`src/rtl/cmp_window_stats.sv`:
```
// Accumulates comparator result flags over windows of WINDOW accepted samples and
// emits one statistics record per window through a valid/ready output buffer.
module cmp_window_stats #(
  parameter int unsigned WINDOW = 16,
  parameter int unsigned CNT_W  = 5
) (
  input  logic             clk,
  input  logic             rst_n,
  input  logic             in_valid,
  output logic             in_ready,
  input  logic             greater,
  input  logic             equal,
  input  logic             less,
  output logic             out_valid,
  input  logic             out_ready,
  output logic [CNT_W-1:0] gt_count,
  output logic [CNT_W-1:0] eq_count,
  output logic [CNT_W-1:0] lt_count,
  output logic [CNT_W-1:0] err_count,
  output logic [CNT_W-1:0] max_gt_run,
  output logic [1:0]       dominant
);

  localparam int unsigned      IDX_W = $clog2(WINDOW);
  localparam logic [IDX_W-1:0] LAST  = IDX_W'(WINDOW - 1);

  logic             r_en;
  logic [IDX_W-1:0] r_idx;
  logic [CNT_W-1:0] r_gt, r_eq, r_lt, r_err, r_cur_run, r_max_run;
  logic             r_out_valid;
  logic [CNT_W-1:0] r_gt_o, r_eq_o, r_lt_o, r_err_o, r_run_o;
  logic [1:0]       r_dom_o;

  logic             w_legal, w_g, w_last, w_accept, w_retire;
  logic [CNT_W-1:0] w_gt_nx, w_eq_nx, w_lt_nx, w_err_nx, w_run_inc, w_max_nx;
  logic [1:0]       w_dom_nx;

  // One-hot of three: odd parity and not all three set.
  assign w_legal  = (greater ^ equal ^ less) && !(greater && equal && less);
  assign w_g      = w_legal && greater;
  assign w_last   = (r_idx == LAST);
  // r_en keeps in_ready low until the first edge after reset release.
  assign in_ready = r_en && !(w_last && r_out_valid && !out_ready);
  assign w_accept = in_valid && in_ready;
  assign w_retire = r_out_valid && out_ready;

  always_comb begin
    w_gt_nx   = r_gt + CNT_W'(w_g);
    w_eq_nx   = r_eq + CNT_W'(w_legal && equal);
    w_lt_nx   = r_lt + CNT_W'(w_legal && less);
    w_err_nx  = r_err + CNT_W'(!w_legal);
    w_run_inc = r_cur_run + CNT_W'(1);
    w_max_nx  = r_max_run;
    if (w_g && (w_run_inc > r_max_run)) begin
      w_max_nx = w_run_inc;
    end
    w_dom_nx = 2'b00;
    if ((w_gt_nx > w_eq_nx) && (w_gt_nx > w_lt_nx)) begin
      w_dom_nx = 2'b01;
    end else if ((w_lt_nx > w_gt_nx) && (w_lt_nx > w_eq_nx)) begin
      w_dom_nx = 2'b10;
    end else if ((w_eq_nx > w_gt_nx) && (w_eq_nx > w_lt_nx)) begin
      w_dom_nx = 2'b11;
    end
  end

  always_ff @(posedge clk or negedge rst_n) begin
    if (!rst_n) begin
      r_en        <= 1'b0;
      r_idx       <= '0;
      r_gt        <= '0;
      r_eq        <= '0;
      r_lt        <= '0;
      r_err       <= '0;
      r_cur_run   <= '0;
      r_max_run   <= '0;
      r_out_valid <= 1'b0;
      r_gt_o      <= '0;
      r_eq_o      <= '0;
      r_lt_o      <= '0;
      r_err_o     <= '0;
      r_run_o     <= '0;
      r_dom_o     <= 2'b00;
    end else begin
      r_en <= 1'b1;
      if (w_accept && w_last) begin
        r_gt_o      <= w_gt_nx;
        r_eq_o      <= w_eq_nx;
        r_lt_o      <= w_lt_nx;
        r_err_o     <= w_err_nx;
        r_run_o     <= w_max_nx;
        r_dom_o     <= w_dom_nx;
        r_out_valid <= 1'b1;
        r_idx       <= '0;
        r_gt        <= '0;
        r_eq        <= '0;
        r_lt        <= '0;
        r_err       <= '0;
        r_cur_run   <= '0;
        r_max_run   <= '0;
      end else begin
        if (w_retire) begin
          r_out_valid <= 1'b0;
        end
        if (w_accept) begin
          r_idx     <= r_idx + IDX_W'(1);
          r_gt      <= w_gt_nx;
          r_eq      <= w_eq_nx;
          r_lt      <= w_lt_nx;
          r_err     <= w_err_nx;
          r_cur_run <= w_g ? w_run_inc : '0;
          r_max_run <= w_max_nx;
        end
      end
    end
  end

  assign out_valid  = r_out_valid;
  assign gt_count   = r_gt_o;
  assign eq_count   = r_eq_o;
  assign lt_count   = r_lt_o;
  assign err_count  = r_err_o;
  assign max_gt_run = r_run_o;
  assign dominant   = r_dom_o;

endmodule
```
`config.mk`:
```
export PLATFORM = sky130hd
export DESIGN_NAME = cmp_window_stats
export DESIGN_NICKNAME = d
export VERILOG_FILES = /design/src/rtl/cmp_window_stats.sv
export SDC_FILE = /design/constraint.sdc
export NUM_CORES = 1
export LEC_CHECK = 0
export BUFFER_PORTS_ARGS = -buffer_cell sky130_fd_sc_hd__buf_2
export CAP_MARGIN = 20
export CELL_PAD_IN_SITES_DETAIL_PLACEMENT = 2
export CELL_PAD_IN_SITES_GLOBAL_PLACEMENT = 2
export CORE_ASPECT_RATIO = 0.9
export CORE_MARGIN = 4
export CORE_UTILIZATION = 35
export DETAILED_ROUTE_END_ITERATION = 16
export PLACE_DENSITY = 0.72
export SYNTH_ARGS = -nofsm -noshare
export SYNTH_HDL_FRONTEND = slang
export SYNTH_SLANG_ARGS = --single-unit
```
`constraint.sdc`:
```
create_clock -name clk -period 2.9 [get_ports clk]
set_input_delay 0.29 -clock clk [delete_from_list [all_inputs] [get_ports clk]]
set_output_delay 0.29 -clock clk [all_outputs]
set_load 0.02 [all_outputs]
```
# Yosys cells after proc, flatten, opt, wreduce, memory -nomap -nowiden
# Cells that the tools add are included.
[totals]
reg_bits = 63
inputBits = 7
out_inout_bits = 29
elab_cells = 74
[classes]
n_addsub = 6
magnitude_cmp = 7
eq_ne = 1
mux = 21
bitwise_logic = 2
reduce_logical = 22
[op_table]
columns = ["operator", "n"]
rows = [
  ["5-bit 2-to-1 mux", 14],
  ["5-bit > comparator", 7],
  ["5-bit by 1-bit adder with 5-bit output", 4],
  ["1-bit logical AND", 16],
  ["4-bit 2-to-1 mux", 2],
  ["2-bit 2-to-1 mux", 3],
  ["5-bit by 1-bit adder with 5-bit output (second input constant)", 1],
  ["4-bit by 1-bit adder with 4-bit output (second input constant)", 1],
  ["4-bit equality test (second input constant)", 1],
  ["1-bit zero test", 4],
  ["2-bit nonzero test", 2],
  ["1-bit 2-to-1 mux", 2],
  ["1-bit bitwise XOR", 2],
]

# Longest topological paths before layout
[depth]
ltp_word = 11
depth_mapped = 15
mapped_depth_nobuf = 15

# Worst setup path before layout
# Ideal clock, no wire load.
[synth_path]
kind = "input port to flip-flop"
start = "in greater"
end = "reg r_dom_o[1], in the netlist dominant[1]"
setup_ps = 142
arrival_time_ps = 2846
required_ps = 2758
setup_slack_ps = -88
path_stages = 14
path_buffers = 0
path_cell_list = "ha_1 > nor3b_2 > a21oi_1 > nand2b_1 > inv_1 > ha_1 > ha_1 > inv_1 > ha_1 > maj3_2 > maj3_2 > o31ai_2 > nand4b_1 > o311ai_2"
[synth_via]
elab_chain_len = 11
elab_cells_between_ends = 24
classes_between = "add/sub (3); order compare (6); mux (3); bitwise (2); reduce/logical (10)"
[synth_rtl]
columns = ["element", "line", "rtl"]
rows = [
  ["from (decl)", "11", "input logic greater,"],
  ["1-bit logical AND (2 in a row)", "39", "assign w_legal = (greater ^ equal ^ less) && !(greater && equal && less);"],
  ["1-bit zero test", "39", ""],
  ["1-bit logical AND", "39", ""],
  ["1-bit logical AND (*)", "40", "assign w_g = w_legal && greater;"],
  ["5-bit by 1-bit adder with 5-bit output (*)", "48", "w_gt_nx = r_gt + CNT_W'(w_g);"],
  ["via w_gt_nx[1]", "35", "logic [CNT_W-1:0] w_gt_nx, w_eq_nx, w_lt_nx, w_err_nx, w_run_inc, w_max_nx;"],
  ["5-bit > comparator", "62", "end else if ((w_eq_nx > w_gt_nx) && (w_eq_nx > w_lt_nx)) begin"],
  ["1-bit logical AND", "62", ""],
  ["2-bit 2-to-1 mux", "62", ""],
  ["2-bit 2-to-1 mux", "60", "end else if ((w_lt_nx > w_gt_nx) && (w_lt_nx > w_eq_nx)) begin"],
  ["2-bit 2-to-1 mux (*)", "58", "if ((w_gt_nx > w_eq_nx) && (w_gt_nx > w_lt_nx)) begin"],
  ["to (signal assigned)", "92", "r_dom_o <= w_dom_nx;"],
  ["to (decl)", "32", "logic [1:0] r_dom_o;"],
]
# The timed path passes the listed nets; every way through them passes the cells marked *.
# A chain may end at the register's enable or synchronous reset.

# Final worst setup path
# Ends and elaborated chain as after synthesis.

==> results.md <==
- Clock skew: 0.00869 ns
- Cell-internal power: 1940 uW
- Antenna-violating nets left: 0
- Peak VDD IR: 0.000266 V
- Full die area: 0.0112 mm2
- Port Buffers: 35
- Async SR Flop Fraction: 100%
- Register bit total from synthesis: 63
- Number of synthesized flops with an enable pin: 0
- TritonCTS clock tree: yes
- Syn nets: 376
- Cell area after synthesis: 0.00333 mm2
- First-pass GRT wire length: 16600 um
- Critical Path End Type: flip-flop
- Leak pwr: 0.00202 uW
- Area grow syn2layout: 24.2%
- Fmax: 358 MHz
- Critical path buffers and inverters: 3
- Tmin final: 2.79 ns
- Placer Congestion: 0.816
- Final hold violation count: 0
- Pre-CTS setup slack: -0.312 ns
- Period utilization: 96.3%
- HP Class: in2async
- # IOs: 36
- Fin Setup TNS: 0 ns
- Chip width: 111 um
- Largest net degree at the start of global routing: 64
- Slew HR: 43.3%
- Outcome: complete, no violations
- Drt drc: 0
- Syn Inst Count: 346
- Cell repeated most along the worst path: ha_1
- CP startpoint kind: input pin
- Fraction of power consumed by the clock network: 25.6%
- Max incr delay on CP: 0.34 ns
- Main synth FF type: dfrtp_1
- Drt total wl: 9940 um
- DR vias: 2787
- Combinational share of power: 36.2%
- Worst Path Max Fanout: 3
- Clock root cell: clkbuf_8
- Starting DRT DRC Count: 82
- TritonCTS Buffers: 9
- Nets: 444
- Flop pwr share: 38.2%
- Starting Density: 36.2%
- Switching Share: 36.0%
- Maxcap violations: 0
- Total track usage: 18.9%
- Final Setup Violations: 0
- CTS HTree Levels: 3
- Vias per std cell: 5.15
- PnR worst setup slack: 0.107 ns
- Sink Count: 63
- Core area: 0.00921 mm2
- Crit-path cells: buf_2, ha_4, nor3b_4, a21oi_2, nand2b_4, inv_1, ha_1, ha_1, inv_1, ha_1, maj3_2, maj3_2, o31ai_4, nand4b_1, o311ai_2
- CP top delay family: adder cells
- Max clock buf depth: 2
- Synth warn: 0
- Worst Setup Path Type: in2reg
- Mean post-synth cell area: 9.63 um2
- Final slew viol count: 0
- Drt first pass iters: 4
- Grt total ovfl: 0
- Number of global-route vias before repair: 3103
- Vert. Die Dim: 101 um
- Slowest-stage cell, CP: maj3_2
- Antenna diodes: 0
- Initial antenna violation count: 0
- Critical Path RT: 3.12 ns
- Wire per inst: 18.4 um
- Critical path arrival: 3.01 ns
- NetSw: 1090 uW
- PD cells: 731 mW/mm2
- Actual slew at the worst max-slew pin: 0.851 ns
- Worst-Skew Late Latency: 0.34 ns
- Clock slew at reported path FFs: 0.08 ns
- Netlist cell types: 38
- # rows: 33
- HPWL after DPL: 6870 um
- Share of post-route cells with drive strength above 1: 24.6%
- Sequential fraction of the synthesis area: 47.3%
-- power by group through the flow --
| stage | Clock (uW) | Sequential (uW) | Combinational [uW] |
|---|---|---|---|
| 2_1_floorplan | 0 | 1180 | 607 |
| 3_3_place_gp | 0 | 1160 | 986 |
| 3_5_place_dp | 0 | 1170 | 1040 |
| 4_1_cts | 812 | 1150 | 1050 |
| 5_1_grt | 849 | 1180 | 1230 |
| 6_report | 775 | 1160 | 1100 |
-- per-layer routing --
layer  global-route usage, %  up-vias  share of wire (%)
met3                    4.14       19                3.3
met4                    6.53        0                2.1
met2                    31.8       50                 49
li1                        -     1325                  -
met5                       0        -                  0
met1                    24.2     1393                 46
-- layout by cell type (no fill, tap or decap), types with 5 or more instances in the layout --
master and n:
buf_4 32, ha_1 20, nand3_1 15, clkbuf_8 10
xnor2_1 8, o21ai_0 42, dfrtp_1 63, nand2_1 80
nor2_1 12, inv_1 13, a22o_1 8, xor2_1 11
mux2i_1 5, buf_2 35, o31ai_1 9
-- cells in the mapped netlist, types with 5 or more instances --
| master | count | area (um2) |
|---|---|---|
| nand2_1 | 80 | 300 |
| dfrtp_1 | 63 | 1580 |
| o21ai_0 | 42 | 210 |
| ha_1 | 23 | 288 |
| nand3_1 | 15 | 75.1 |
| inv_1 | 13 | 48.8 |
| nor2_1 | 12 | 45.0 |
| xor2_1 | 12 | 105 |
| o31ai_1 | 10 | 75.1 |
| clkbuf_1 | 9 | 33.8 |
| a22o_1 | 8 | 70.1 |
| xnor2_1 | 8 | 70.1 |
| a21oi_1 | 5 | 25.0 |
| mux2i_1 | 5 | 50.1 |
-- kinds of logic after synthesis --
kind of cell	count (synthesis)	share of synthesized area, %
other	1	0.113
muxes	5	1.50
buffers and inverters	24	2.82
AOI/OAI and AO/OA	73	14.1
DFF	63	47.3
and+or+nand+nor	129	17.2
adders and majority gates	28	10.3
xor gates and xnor gates	23	6.72
-- area by class of cell --
| type | count | area, um2 |
|---|---|---|
| Inverter | 13 | 48.8 |
| Tap cell | 122 | 153 |
| Timing Repair Buffer | 68 | 435 |
| Sequential cell | 63 | 1580 |
| Multi-Input combinational cell | 259 | 1740 |
| Clock buffer | 12 | 145 |
| Clock inverter | 4 | 45.0 |
| Fill cell | 1009 | 5070 |
-- worst paths after layout --
kind                                    from           end  slack, ns  cells after the start
worst min-delay path                   rst_n   gt_count[3]       0.11                      2
min in group clk                   out_ready     out_valid       0.29                      3
worst min register to register  err_count[2]  err_count[2]       0.47                      2
max in group asynchronous              rst_n  err_count[0]       2.20                      2
worst max register to register  r_cur_run[1]  r_max_run[2]       0.20                      9
worst max-delay path                 greater   dominant[1]       0.11                     15
-- stage by stage --
step	power (uW)	hold slack (ns)	instances	util [%]	instance area, um2
after detailed placement	2200	0.463	524	42.3	3890
after CTS	3020	0.160	540	44.3	4080
after floorplan	1790	-0.00559	346	-	3360
after global routing	3260	0.190	541	45.0	4140
final	3030	0.109	541	45.0	4140
after global placement	2140	0.457	524	42.3	3890
-- repair_timing --
item | in CTS | in global routing
hold buffers | 0 | 0
resized for setup | 0 | 7
endpoints found under the setup margin | 0 | 2
setup buffers | 0 | 1
Note: power is estimated with default switching activity, not from simulation.
